[src/rtl/wrr_sched_pkg.sv]
// wrr_sched_pkg: shared types and defaults for the weighted round-robin port scheduler.
//   state_e    - scheduler FSM state (StIdle, StGrant)
//   Def*       - default parameter values
//   src_w()    - width of a requester index for a given requester count
//   src_idx_t  - requester index type for the default configuration
package wrr_sched_pkg;

    localparam int unsigned DefNumReq  = 8;
    localparam int unsigned DefDataW   = 64;
    localparam int unsigned DefWeightW = 8;

    typedef enum logic {
        StIdle  = 1'b0,
        StGrant = 1'b1
    } state_e;

    // Never returns 0 so a one-requester build still gets a legal vector width.
    function automatic int unsigned src_w(input int unsigned num_req);
        return (num_req > 1) ? $clog2(num_req) : 1;
    endfunction

    typedef logic [$clog2(DefNumReq)-1:0] src_idx_t;

endpackage

[src/rtl/wrr_port_scheduler_if.sv]
// wrr_port_scheduler_if: requester-side and downstream-side signals of the scheduler.
//   req_valid/req_data/req_ready - per-requester valid/ready payload channels
//   weight                       - per-requester burst quota (0 disables the requester)
//   req_lock                     - per-requester quota lock (only with WRR_PORT_LOCK_EN)
//   out_valid/out_data/out_src/out_ready - shared downstream channel
//   busy                         - a grant is currently held
// Modports: master = the scheduler, slave = the surrounding requesters and downstream sink.
// Optional macro: WRR_PORT_LOCK_EN adds req_lock.
interface wrr_port_scheduler_if
    import wrr_sched_pkg::*;
#(
    parameter int unsigned NUM_REQ  = DefNumReq,
    parameter int unsigned DATA_W   = DefDataW,
    parameter int unsigned WEIGHT_W = DefWeightW
);
    localparam int unsigned SrcW = src_w(NUM_REQ);

    logic [NUM_REQ-1:0]  req_valid;
    logic [DATA_W-1:0]   req_data [NUM_REQ];
    logic [NUM_REQ-1:0]  req_ready;
    logic [WEIGHT_W-1:0] weight [NUM_REQ];
`ifdef WRR_PORT_LOCK_EN
    logic [NUM_REQ-1:0]  req_lock;
`endif
    logic                out_valid;
    logic [DATA_W-1:0]   out_data;
    logic [SrcW-1:0]     out_src;
    logic                out_ready;
    logic                busy;

    modport master (
        input  req_valid,
        input  req_data,
        input  weight,
`ifdef WRR_PORT_LOCK_EN
        input  req_lock,
`endif
        input  out_ready,
        output req_ready,
        output out_valid,
        output out_data,
        output out_src,
        output busy
    );

    modport slave (
        output req_valid,
        output req_data,
        output weight,
`ifdef WRR_PORT_LOCK_EN
        output req_lock,
`endif
        output out_ready,
        input  req_ready,
        input  out_valid,
        input  out_data,
        input  out_src,
        input  busy
    );

endinterface

[src/rtl/rr_pick.sv]
// rr_pick: combinational circular first-set picker.
//   elig_i   - eligibility vector
//   start_i  - index where the circular search begins
//   onehot_o - one-hot of the picked requester (all zero when none)
//   idx_o    - index of the picked requester (0 when none)
//   any_o    - at least one requester is eligible
module rr_pick
    import wrr_sched_pkg::*;
#(
    parameter int unsigned NUM_REQ = DefNumReq,
    parameter int unsigned IDX_W   = src_w(NUM_REQ)
) (
    input  logic [NUM_REQ-1:0] elig_i,
    input  logic [IDX_W-1:0]   start_i,
    output logic [NUM_REQ-1:0] onehot_o,
    output logic [IDX_W-1:0]   idx_o,
    output logic               any_o
);

    localparam logic [IDX_W:0] NumReqW = (IDX_W + 1)'(NUM_REQ);

    // One spare bit so start + offset cannot overflow before the wrap.
    logic [IDX_W:0] cand;

    always_comb begin
        onehot_o = '0;
        idx_o    = '0;
        any_o    = 1'b0;
        cand     = '0;
        for (int unsigned k = 0; k < NUM_REQ; k++) begin
            cand = {1'b0, start_i} + (IDX_W + 1)'(k);
            if (cand >= NumReqW) begin
                cand = cand - NumReqW;
            end
            if (!any_o && elig_i[cand[IDX_W-1:0]]) begin
                any_o                       = 1'b1;
                onehot_o[cand[IDX_W-1:0]]   = 1'b1;
                idx_o                       = cand[IDX_W-1:0];
            end
        end
    end

endmodule

[src/rtl/wrr_port_scheduler.sv]
// wrr_port_scheduler: weighted, work-conserving round-robin sharing of one downstream
// request channel between NUM_REQ requesters. An owner keeps the channel for up to
// weight[owner] beats (sampled at grant time), or until it drops valid, then ownership
// rotates to the next eligible requester after it with no bubble.
//   clk   - clock
//   reset - asynchronous active-low reset
//   bus   - wrr_port_scheduler_if.master (requester channels, weights, downstream channel)
// Optional macro: WRR_PORT_LOCK_EN - a set req_lock[owner] at the quota-exhausting beat
// reloads the quota and keeps ownership.
module wrr_port_scheduler
    import wrr_sched_pkg::*;
#(
    parameter int unsigned NUM_REQ  = DefNumReq,
    parameter int unsigned DATA_W   = DefDataW,
    parameter int unsigned WEIGHT_W = DefWeightW
) (
    input logic                  clk,
    input logic                  reset,
    wrr_port_scheduler_if.master bus
);

    localparam int unsigned     SrcW    = src_w(NUM_REQ);
    localparam logic [SrcW-1:0] LastIdx = SrcW'(NUM_REQ - 1);

    state_e              state_q, state_d;
    logic [SrcW-1:0]     owner_q, owner_d;
    logic [SrcW-1:0]     rr_ptr_q, rr_ptr_d;
    logic [WEIGHT_W-1:0] credit_q, credit_d;

    logic [NUM_REQ-1:0]  elig;
    logic [SrcW-1:0]     owner_inc;
    logic [SrcW-1:0]     pick_start;
    logic [NUM_REQ-1:0]  pick_onehot;
    logic [SrcW-1:0]     pick_idx;
    logic                pick_any;
    logic [WEIGHT_W-1:0] pick_weight;
    logic                granted;
    logic                owner_valid;
    logic                beat;
    logic                last_beat;
    logic                lock_hold;
    logic                release_grant;
    logic [DATA_W-1:0]   owner_data;

    always_comb begin
        elig = '0;
        for (int unsigned i = 0; i < NUM_REQ; i++) begin
            elig[i] = bus.req_valid[i] & (bus.weight[i] != '0);
        end
    end

    assign owner_inc = (owner_q == LastIdx) ? '0 : owner_q + 1'b1;

    // While granted the only pick that matters is the re-pick at release, which always
    // searches from the slot after the owner; the owner therefore comes last and is only
    // re-granted when nobody else is eligible.
    assign granted    = (state_q == StGrant);
    assign pick_start = granted ? owner_inc : rr_ptr_q;

    rr_pick #(
        .NUM_REQ (NUM_REQ),
        .IDX_W   (SrcW)
    ) u_rr_pick (
        .elig_i   (elig),
        .start_i  (pick_start),
        .onehot_o (pick_onehot),
        .idx_o    (pick_idx),
        .any_o    (pick_any)
    );

    always_comb begin
        pick_weight = '0;
        for (int unsigned i = 0; i < NUM_REQ; i++) begin
            if (pick_onehot[i]) begin
                pick_weight = pick_weight | bus.weight[i];
            end
        end
    end

    assign owner_valid = bus.req_valid[owner_q];
    assign beat        = granted & owner_valid & bus.out_ready;
    assign last_beat   = beat & (credit_q == WEIGHT_W'(1));

`ifdef WRR_PORT_LOCK_EN
    // A lock with a zeroed weight cannot reload a usable quota, so it releases instead.
    assign lock_hold = last_beat & bus.req_lock[owner_q] & (bus.weight[owner_q] != '0);
`else
    assign lock_hold = 1'b0;
`endif

    assign release_grant = granted & (~owner_valid | (last_beat & ~lock_hold));

    always_comb begin
        state_d  = state_q;
        owner_d  = owner_q;
        rr_ptr_d = rr_ptr_q;
        credit_d = credit_q;
        unique case (state_q)
            StIdle: begin
                if (pick_any) begin
                    state_d  = StGrant;
                    owner_d  = pick_idx;
                    credit_d = pick_weight;
                end
            end
            StGrant: begin
                if (release_grant) begin
                    rr_ptr_d = owner_inc;
                    if (pick_any) begin
                        owner_d  = pick_idx;
                        credit_d = pick_weight;
                    end else begin
                        state_d = StIdle;
                    end
                end else if (lock_hold) begin
                    credit_d = bus.weight[owner_q];
                end else if (beat) begin
                    credit_d = credit_q - 1'b1;
                end
            end
            default: state_d = StIdle;
        endcase
    end

    always_ff @(posedge clk or negedge reset) begin
        if (!reset) begin
            state_q  <= StIdle;
            owner_q  <= '0;
            rr_ptr_q <= '0;
            credit_q <= '0;
        end else begin
            state_q  <= state_d;
            owner_q  <= owner_d;
            rr_ptr_q <= rr_ptr_d;
            credit_q <= credit_d;
        end
    end

    // Forward path is combinational from the registered owner; owner resets to 0 so
    // out_data follows req_data[0] out of reset.
    assign owner_data = bus.req_data[owner_q];

    always_comb begin
        bus.out_valid = 1'b0;
        bus.req_ready = '0;
        bus.out_src   = '0;
        bus.out_data  = owner_data;
        bus.busy      = granted;
        if (granted) begin
            bus.out_valid          = owner_valid;
            bus.out_src            = owner_q;
            bus.req_ready[owner_q] = bus.out_ready;
        end
    end

endmodule

[src/flat_wrapper.sv]
// flat-port wrapper written by rule: the top's interface ports become plain ports
module wrr_port_scheduler_flat import wrr_sched_pkg::*;
#(
    parameter int unsigned NUM_REQ  = DefNumReq,
    parameter int unsigned DATA_W   = DefDataW,
    parameter int unsigned WEIGHT_W = DefWeightW
)
  (clk, reset, bus_req_valid, bus_req_data, bus_weight, bus_out_ready, bus_req_ready, bus_out_valid, bus_out_data, bus_out_src, bus_busy);
  wrr_port_scheduler_if #(.NUM_REQ(NUM_REQ), .DATA_W(DATA_W), .WEIGHT_W(WEIGHT_W)) bus_i ();
  input logic clk;
  input logic reset;
  input wire logic [$bits(bus_i.req_valid)-1:0] bus_req_valid;
  input wire logic [$bits(bus_i.req_data)-1:0] bus_req_data;
  input wire logic [$bits(bus_i.weight)-1:0] bus_weight;
  input wire logic [$bits(bus_i.out_ready)-1:0] bus_out_ready;
  output wire logic [$bits(bus_i.req_ready)-1:0] bus_req_ready;
  output wire logic [$bits(bus_i.out_valid)-1:0] bus_out_valid;
  output wire logic [$bits(bus_i.out_data)-1:0] bus_out_data;
  output wire logic [$bits(bus_i.out_src)-1:0] bus_out_src;
  output wire logic [$bits(bus_i.busy)-1:0] bus_busy;
  assign bus_i.req_valid = bus_req_valid;
  assign bus_i.req_data = {>>{bus_req_data}};
  assign bus_i.weight = {>>{bus_weight}};
  assign bus_i.out_ready = bus_out_ready;
  assign bus_req_ready = bus_i.req_ready;
  assign bus_out_valid = bus_i.out_valid;
  assign bus_out_data = bus_i.out_data;
  assign bus_out_src = bus_i.out_src;
  assign bus_busy = bus_i.busy;
  wrr_port_scheduler #(.NUM_REQ(NUM_REQ), .DATA_W(DATA_W), .WEIGHT_W(WEIGHT_W)) u_core (.clk(clk), .reset(reset), .bus(bus_i));
endmodule
[config.mk]
export PLATFORM = sky130hd
export DESIGN_NAME = wrr_port_scheduler_flat
export DESIGN_NICKNAME = d
export VERILOG_FILES = /design/src/rtl/wrr_sched_pkg.sv /design/src/rtl/wrr_port_scheduler_if.sv /design/src/rtl/rr_pick.sv /design/src/rtl/wrr_port_scheduler.sv /design/src/flat_wrapper.sv
export SDC_FILE = /design/constraint.sdc
export NUM_CORES = 1
export LEC_CHECK = 0
export CAP_MARGIN = 20
export CORE_AREA = 2 2 262 264
export CTS_CLUSTER_SIZE = 24
export DETAILED_ROUTE_END_ITERATION = 7
export DIE_AREA = 0 0 264 266
export GPL_TIMING_DRIVEN = 1
export HOLD_SLACK_MARGIN = 0.15
export SETUP_SLACK_MARGIN = 0.3
export SLEW_MARGIN = 10
export SYNTH_ARGS = -nofsm -noshare
export SYNTH_HDL_FRONTEND = slang
export SYNTH_SLANG_ARGS = --single-unit
[constraint.sdc]
create_clock -name clk -period 4.4 [get_ports clk]
set_input_delay 0.66 -clock clk [delete_from_list [all_inputs] [get_ports clk]]
set_output_delay 0.66 -clock clk [all_outputs]
set_load 0.05 [all_outputs]
Word-level counts from Yosys, hierarchy flattened
Cells that the tools add are included.
Widths: inputs -> output; s select.
{ "totals": {"register_bits": 15, "input_bits": 587, "out_inout_bits": 77, "elab_cells": 209} }
{ "classes": {"n_addsub": 17, "magnitude_cmp": 27, "eq_ne": 4, "n_mux": 94, "bitwise_logic": 31, "reduce_logical": 32} }
{ "ops": {"columns": ["cell", "n"], "rows": [
  ["$bmux 64 s3", 1],
  ["$mux 8", 20],
  ["$mux 64", 2],
  ["$or 8x8->8", 14],
  ["$reduce_bool 8->1", 8],
  ["$mux 3", 21],
  ["$lt 3x4->1 const B", 9],
  ["$ge 4x4->1 const B", 8],
  ["$mux 1", 29],
  ["$bmux 1 s3", 9],
  ["$demux 1 s3", 9],
  ["$ge 3x1->1 const B", 9],
  ["$sub 3x1->3 const B", 8],
  ["$add 3x3->4 const B", 4],
  ["$logic_and 1x1->1", 16],
  ["$pmux 8 s2", 1],
  ["$and 1x1->1", 12],
  ["$add 3x2->4 const B", 2],
  ["$and 8x8->8", 1],
  ["$eq 8x1->1 const B", 1],
  ["$sub 8x1->8 const B", 1],
  ["$logic_not 1->1", 7],
  ["$pmux 3 s2", 1],
  ["$add 3x1->4 const B", 1],
  ["10 further kinds", 11]
]} }

Depth between registers and ports, before layout
Gate-level depths: netlist of run 1.
{ "logic_depth": {"depth_word": 47, "mapped_depth": 19, "ltp_nobuf": 16} }

Cells and area by module
From an unflattened synthesis of run 1, not the netlist that was laid out.
{ "hier_totals": {"cells_unflattened": 552, "hier_area_um2": 6608.8} }
{ "modules_own_cells": {"columns": ["mod", "n_inst", "cells_per_inst", "area_per_inst_um2", "seq_area_each_um2"], "rows": [
  ["wrr_port_scheduler", 1, 413, 5336.4, 375.4],
  ["rr_pick", 1, 139, 1272.5, 0.0]
]} }

Worst setup path after synthesis of run 1
No wires, ideal clock.
{ "synth_path": {"path_kind": "register to register", "start": "register u_core.owner_q[0]", "end": "register u_core.credit_q[1]", "setup_time_ns": 0.143, "arrival_time_ns": 4.514, "required_time_ns": 4.257, "setup_slack_ns": -0.257, "path_stages_with_launch": 19, "path_buffers": 4, "period_less_slack_ns": 4.657, "cell_sequence": "dfrtp_1 ha_1 ha_1 nor3b_2 nor2_4 clkbuf_1 clkbuf_1 ha_1 clkbuf_1 inv_1 mux4_2 a21oi_1 a311o_1 a32o_1 or3_1 buf_6 a22o_1 a2111oi_1 a221oi_1"} }
{ "synth_between": {"elab_chain_len": 47, "elab_cells_between_ends": 155, "cone_classes": "add/sub: 16; order compare: 24; eq/ne: 2; mux: 71; bitwise: 20; reduce/logical: 22"} }
{ "synth_rtl": {"columns": ["item", "line_no", "rtl"], "rows": [
  ["start, declared", "wrr_port_scheduler.sv:26", "logic [SrcW-1:0] owner_q, owner_d;"],
  ["start signal, assigned", "wrr_port_scheduler.sv:133", "owner_q <= owner_d;"],
  ["parallel branches: the longest is 47 deep, another holds $add 3x1->4", null, null],
  ["end signal, assigned", "wrr_port_scheduler.sv:135", "credit_q <= credit_d;"],
  ["end, declared", "wrr_port_scheduler.sv:28", "logic [WEIGHT_W-1:0] credit_q, credit_d;"]
]} }
Several ways; the timed one is not identified. The select of a mux whose other input is x is not followed.
A chain may end at the register's enable or synchronous reset.

Worst setup path in the final report of run 1
{ "layout_path": {"start": "input bus_weight[55]", "end": "register u_core.credit_q[7]"} }
{ "layout_between": {"elab_chain_len": 44, "elab_cells_between_ends": 73, "cone_classes": "mux: 43; bitwise: 15; reduce/logical: 15"} }
{ "layout_rtl": {"columns": ["item", "line_no", "rtl"], "rows": [
  ["start, declared", "flat_wrapper.sv:14", "input wire logic [$bits(bus_i.weight)-1:0] bus_weight;"],
  ["$reduce_bool 8->1", "wrr_port_scheduler.sv:48", "elig[i] = bus.req_valid[i] & (bus.weight[i] != '0);"],
  ["$and 1x1->1", "wrr_port_scheduler.sv:48", null],
  ["$bmux 1 s3", "rr_pick.sv:35", "if (!any_o && elig_i[cand[IDX_W-1:0]]) begin"],
  ["$mux 1 (not written as such)", "rr_pick.sv:35", null],
  ["$mux 1", "rr_pick.sv:35", null],
  ["$logic_not 1->1", "rr_pick.sv:35", null],
  ["$logic_and 1x1->1", "rr_pick.sv:35", null],
  ["$mux 1", "rr_pick.sv:35", null],
  ["(+28 left out)", null, null],
  ["$mux 8", "wrr_port_scheduler.sv:74", "if (pick_onehot[i]) begin"],
  ["$or 8x8->8", "wrr_port_scheduler.sv:75", "pick_weight = pick_weight | bus.weight[i];"],
  ["$mux 8", "wrr_port_scheduler.sv:74", null],
  ["$or 8x8->8", "wrr_port_scheduler.sv:75", null],
  ["$mux 8", "wrr_port_scheduler.sv:74", null],
  ["$mux 8 (*)", "wrr_port_scheduler.sv:100, wrr_port_scheduler.sv:109", null],
  ["$mux 8", "wrr_port_scheduler.sv:107", "if (release_grant) begin"],
  ["$pmux 8 s2 (*)", "wrr_port_scheduler.sv:98", "unique case (state_q)"]
]} }
Every way passes the cells marked *; elsewhere a longest branch is shown, timed or not. The select of a mux whose other input is x is not followed.

==> results.md, run 1 <==
* WL/cell at 34.8 um
* DR pass1 iterations at 6
* TritonCTS clock tree: done
* CTS sink cnt at 15
* Commonest non-fill, non-tap cell in the layout: clkdlybuf4s50_1
* Area grow syn2layout at 141%
* Core footprint at 67700 um^2
* Initial antenna violation count at 117
* Vias in the first global route at 11000
* Share of layout cells above drive strength 1 at 36.4%
* CTS buffer count at 3
* Worst Tran Pin Value at 982 ps
* Core Rows at 96
* Wl on met1 at 27800 um
* DR top layer: met5
* Setup crit end kind: flop
* Fin area at 17000 um^2
* HP Class: reg -> reg
* Final Cycle Share at 94.2%
* Adder-Cell Fraction of Synth Area at 1.77%
* Total track usage at 22.5%
* Die area at 70200 um^2
* Post-synth cell types at 79
* EDFF count, synth at 0
* Die Ht at 266 um
* H-tree depth at 1
* Syn_nets at 1267
* Total Wirelength at 83300 um
* Final hold violation count at 0
* Fmax at 241 MHz
* Area of the mapped netlist at 7070 um^2
* First-pass GRT wire length at 105000 um
* Synth Area per Inst at 10.6 um^2
* Fin. max-slew vios at 0
* Worst skew pair latency at 250 ps
* Minimum clock period at 4140 ps
* Post-DP HPWL at 74600 um
* ANT nets after route at 0
* Mux contribution to synthesized area at 55.0%
* Worst Hold Slack at 499 ps
* Simple-gate portion of the synthesized area at 14.2%
* Gpl congestion at 0.956
* Ys async rst share at 100%
* Routed met2 length at 38200 um
* CTS root buf: clkbuf_16
* Worst Setup Slack, final at 256 ps
* Primary FF master, synth: dfrtp_1
* Final setup viols at 0
* Cells after synthesis at 670
* FF+latch count, synth at 15
* Via count at 11000
* Vias/cell at 4.60
* Grt ovf at 0
* Peak VDD IR at 0.468 mV
* Synth warn at 0
* Unrepaired setup endpoints after global routing: true
* Ports at 664
* Largest family of logic cells by synthesized area: multiplexers
* DP Worst Slack at -409 ps
* Register area share after synthesis at 5.31%
* PwrDens at 929 nW/um^2
* Post-Synth XOR/XNOR Area at 0.248%
* Arrival time at the worst endpoint at 4270 ps
* # hold bufs at CTS at 0
* Data required time of the worst path at 4530 ps
* Starting density of the core at 10.4%
* Commonest non-fill, non-tap cells in the layout: clkdlybuf4s50_1, buf_4, mux4_2
* Setup crit start kind: input pin
* Largest net degree at the start of global routing at 58
* Die Wd at 264 um
* Slew HR at 34.3%
* IO buf count at 663
* DR iter-0 viols at 1008
* Deepest clock path buffer count at 2
* Drt drc at 0
* Leak Pwr at 6.18 nW
* Placed Instance Area at 15900 um^2
* Clock slew at reported path FFs at 50 ps
* Nets at 2080
* Met3 WL at 14000 um
* Final Skew at 5.57 ps
* Max-cap viol count at 0
* Critical path fanouts, max at 6
* WS Path Type: in -> reg
* Status: finished, final reports clean
* Compound-Gate Fraction of Synth Area at 19.3%
==> worst max-delay path, cell delays in order <==
cell and delay (ps):
clkdlybuf4s50_1 430, or4_4 470, o211ai_4 260, a21boi_4 240, nor2_1 60, mux4_2 550, nand2_4 130, a2bb2oi_2 130
o221a_1 200, o211ai_1 110, buf_4 200, a222oi_1 550, buf_4 210, a31oi_1 70
==> logic make-up (layout without fill, tap and decap cells) <==
group / Yosys count / after routing
adders and majority gates: 10 / 10
and+or+nand+nor: 189 / 189
DFF: 15 / 15
buffers and inverters: 66 / 878
other: 0 / 29
AOI/OAI and AO/OA: 180 / 180
muxes: 208 / 208
xor gates and xnor gates: 2 / 2
==> sequential cells by signal, summed over array words and instances, names as in the netlist <==
register / cells
u_core.owner_q: 3
u_core.bus.busy: 1
u_core.rr_ptr_q: 3
u_core.credit_q: 8
==> cell type report <==
cell class / count / area (um^2)
Fill cell: 7224 / 50700
Sequential cell: 15 / 388
Tap cell: 882 / 1100
Antenna cell: 29 / 72.6
Clock buffer: 4 / 78.8
Timing Repair Buffer: 866 / 8330
Multi-Input combinational cell: 589 / 7010
Inverter: 8 / 35.0
==> what timing repair did <==
action / 4_1_cts / 5_1_grt
cloned: 1 / 0
resized for setup: 145 / 82
hold endpoints to repair: 0 / 0
pin swaps: 42 / 58
endpoints found under the setup margin: 64 / 20
setup buffers: 17 / 25
==> Yosys cell counts (9+ instances only) <==
cell type | number | area (um^2)
a211oi_1 | 10 | 75.1
a21oi_1 | 15 | 75.1
a31oi_1 | 9 | 56.3
and2_1 | 11 | 68.8
buf_1 | 17 | 63.8
clkbuf_1 | 32 | 120
dfrtp_1 | 15 | 375
ha_1 | 10 | 125
mux2_2 | 65 | 732
mux4_2 | 135 | 3040
nand2_1 | 43 | 161
nand3_1 | 18 | 90.1
nor2_1 | 41 | 154
nor3_1 | 19 | 95.1
o21ai_0 | 30 | 150
or4_1 | 15 | 113
==> final timing paths <==
check	to	startpoint	cells after the start	slack (ps)
worst min-delay path	u_core.rr_ptr_q[1]	u_core.rr_ptr_q[1]	2	500
min in group asynchronous	u_core.credit_q[2]	reset	1	960
max in group asynchronous	u_core.owner_q[1]	reset	1	2730
worst max register to register	u_core.credit_q[7]	u_core.owner_q[0]	16	290
worst min register to register	u_core.rr_ptr_q[1]	u_core.rr_ptr_q[1]	2	500
worst max-delay path	u_core.credit_q[7]	bus_weight[55]	14	260
==> metal layers <==
layer | vias to the layer above | global-route usage (%)
li1 | 4559 | -
met1 | 5304 | 23.3
met2 | 830 | 36.7
met3 | 231 | 14.9
met4 | 90 | 7.57
met5 | - | 0
==> power by group <==
group	leakage (nW)	internal [W]	switching [W]
clock	0.0383	0.000123	0.0000593
sequential	0.168	0.000232	0.0000788
combinational	5.97	0.00710	0.00822
==> metrics by stage <==
stage | setup TNS, ps | power [W] | instances | util [%]
after floorplan | 0 | 0.00813 | 670 | -
after global placement | -2950 | 0.0138 | 2317 | 23.4
after detailed placement | -2760 | 0.0137 | 2317 | 23.4
after CTS | 0 | 0.0147 | 2339 | 24.3
after global routing | 0 | 0.0165 | 2378 | 25.1
final | 0 | 0.0158 | 2393 | 25.1
Note: power is estimated with default switching activity, not from simulation.
==> inputs of run 2 (changes only) <==
--- a/config.mk
+++ b/config.mk
@@ -13,6 +13,7 @@
 export GPL_TIMING_DRIVEN = 1
 export HOLD_SLACK_MARGIN = 0.15
 export SETUP_SLACK_MARGIN = 0.3
+export SKIP_CTS_REPAIR_TIMING = 1
 export SLEW_MARGIN = 10
 export SYNTH_ARGS = -nofsm -noshare
 export SYNTH_HDL_FRONTEND = slang
==> results.md, run 2 (same netlist as run 1, synthesis figures left out) <==
* H-tree depth at 1 (unchanged)
* Final Cycle Share at 93.1% (was 94.2%)
* CTS buffer count at 3 (unchanged)
* Peak VDD IR at 0.435 mV (was 0.468 mV)
* Unrepaired setup endpoints after global routing: true (unchanged)
* First-pass GRT wire length at 104000 um (was 105000 um)
* Core footprint at 67700 um^2 (unchanged)
* Leak Pwr at 6.50 nW (was 6.18 nW)
* Die area at 70200 um^2 (unchanged)
* Worst Tran Pin Value at 943 ps (was 982 ps)
* Final setup viols at 0 (unchanged)
* Setup crit end kind: flop (unchanged)
* Worst path max stage delay at 520 ps (was 550 ps)
* Data required time of the worst path at 4550 ps (was 4530 ps)
* Minimum clock period at 4100 ps (was 4140 ps)
* Die Wd at 264 um (unchanged)
* Crit-path slowest cell: mux4_2 (unchanged)
* Deepest clock path buffer count at 2 (unchanged)
* Share of layout cells above drive strength 1 at 34.7% (was 36.4%)
* Biggest register: u_core.credit_q (unchanged)
* Core Rows at 96 (unchanged)
* Grt ovf at 0 (unchanged)
* Clock slew at reported path FFs at 50 ps (about the same)
* IO buf count at 663 (unchanged)
* Critical path, cell by cell: clkdlybuf4s50_1, or4_4, o21ai_4, o22ai_4, mux4_2, o32ai_4, buf_12, o211ai_4, or3_1, o211ai_4, and2_1, a2111oi_4, a221oi_1 (was clkdlybuf4s50_1, or4_4, o211ai_4, a21boi_4, nor2_1, mux4_2, nand2_4, a2bb2oi_2, o221a_1, o211ai_1, buf_4, a222oi_1, buf_4, a31oi_1)
* Fmax at 244 MHz (was 241 MHz)
* ANT nets after route at 0 (unchanged)
* CP delay by family, top: compound AO/OA/AOI/OAI gates (unchanged)
* Vias/cell at 4.59 (was 4.60)
* Final hold violation count at 0 (unchanged)
* DR pass1 iterations at 7 (was 6)
* Commonest non-fill, non-tap cells in the layout: clkdlybuf4s50_1, buf_4, mux4_2 (unchanged)
* Critical path fanouts, max at 7 (was 6)
* Final Skew at 3.41 ps (was 5.57 ps)
* Worst path buffer plus inverter count at 2 (was 3)
* Largest net degree at the start of global routing at 67 (was 58)
* Non-Filler Instances at 2385 (was 2393)
* Gpl congestion at 0.956 (unchanged)
* Total negative setup slack at 0 ps (unchanged)
* Tot Pwr at 0.0154 W (was 0.0158 W)
* Total track usage at 22.3% (was 22.5%)
* Initial antenna violation count at 120 (was 117)
* PwrDens at 904 nW/um^2 (was 929 nW/um^2)
* Post-placement cell count at 2317 (unchanged)
* Post-DP HPWL at 74600 um (unchanged)
* Starting density of the core at 10.4% (unchanged)
* Vias in the first global route at 10800 (was 11000)
* Drt drc at 0 (unchanged)
* Nets at 2062 (was 2080)
* Fin. max-slew vios at 0 (unchanged)
* WS Path Type: in -> reg (unchanged)
* Area grow syn2layout at 141% (about the same)
* Commonest non-fill, non-tap cell in the layout: clkdlybuf4s50_1 (unchanged)
* Max-cap viol count at 0 (unchanged)
* HP Class: reg -> reg (unchanged)
* Worst Setup Slack, final at 304 ps (was 256 ps)
* Total Wirelength at 83100 um (was 83300 um)
* DR iter-0 viols at 946 (was 1008)
* Setup crit start kind: input pin (unchanged)
* Arrival time at the worst endpoint at 4250 ps (was 4270 ps)
* WL/cell at 34.8 um (about the same)
* Top flop regs: u_core.credit_q x8, u_core.owner_q x3, u_core.rr_ptr_q x3 (unchanged)
* Via count at 10900 (was 11000)
* Most frequent cell on the critical path: o211ai_4 (was buf_4)
* CTS root buf: clkbuf_16 (unchanged)
* DP Worst Slack at -409 ps (unchanged)
* CTS sink cnt at 15 (unchanged)
* Ports at 664 (unchanged)
* Die Ht at 266 um (unchanged)
* Worst skew pair latency at 250 ps (about the same)
* Slew HR at 36.9% (was 34.3%)
* Max reg flops at 8 (unchanged)
* TritonCTS clock tree: done (unchanged)
* Worst Hold Slack at 501 ps (was 499 ps)
* Status: finished, final reports clean (unchanged)
-- run 2: per-layer routing --
layer	global-route usage [%]	vias to the layer above	part of all wire, %
li1	-	4544	-
met1	23.1	5279	34
met2	36.5	821	45
met3	14.7	221	16
met4	7.02	74	4.2
met5	0	-	0.58
-- run 2: worst paths after layout --
| kind | from | end | slack [ps] | cells past startpoint |
|---|---|---|---|---|
| max reg2reg | u_core.owner_q[1] | u_core.credit_q[4] | 310 | 16 |
| max in group asynchronous | reset | u_core.owner_q[2] | 2770 | 1 |
| min | u_core.rr_ptr_q[1] | u_core.rr_ptr_q[1] | 500 | 2 |
| max | bus_weight[61] | u_core.credit_q[1] | 300 | 13 |
| min reg2reg | u_core.rr_ptr_q[1] | u_core.rr_ptr_q[1] | 500 | 2 |
| min in group asynchronous | reset | u_core.credit_q[2] | 940 | 1 |
-- run 2: through the flow --
stage,utilization [%],instance area (um^2)
after CTS,23.5,15900
after floorplan,-,7160
after global routing,25.1,17000
after global placement,23.4,15900
after detailed placement,23.4,15900
final,25.2,17100
-- run 2: worst reg2reg max path: cells and delay by family, from the launching register on --
kind | cells | cell delay [ps]
AOI/OAI and AO/OA | 6 | 1330
adders and majority gates | 3 | 660
buffers and inverters | 3 | 310
DFF | 1 | 480
muxes | 1 | 470
and+or+nand+nor | 3 | 720
-- run 2: area by class of cell --
cell class	instances	area [um^2]
clock buffers	4	78.8
well taps	882	1100
multi-input cells	589	6970
inverters	8	35.0
fillers	7188	50700
repair buffers	848	8390
flip-flops and latches	15	388
diodes	39	97.6
-- run 2: report_power, final --
| group | switching (W) | internal, W | leakage (nW) |
|---|---|---|---|
| clock network | 0.0000584 | 0.000123 | 0.0384 |
| logic | 0.00811 | 0.00683 | 6.29 |
| registers | 0.0000775 | 0.000232 | 0.168 |
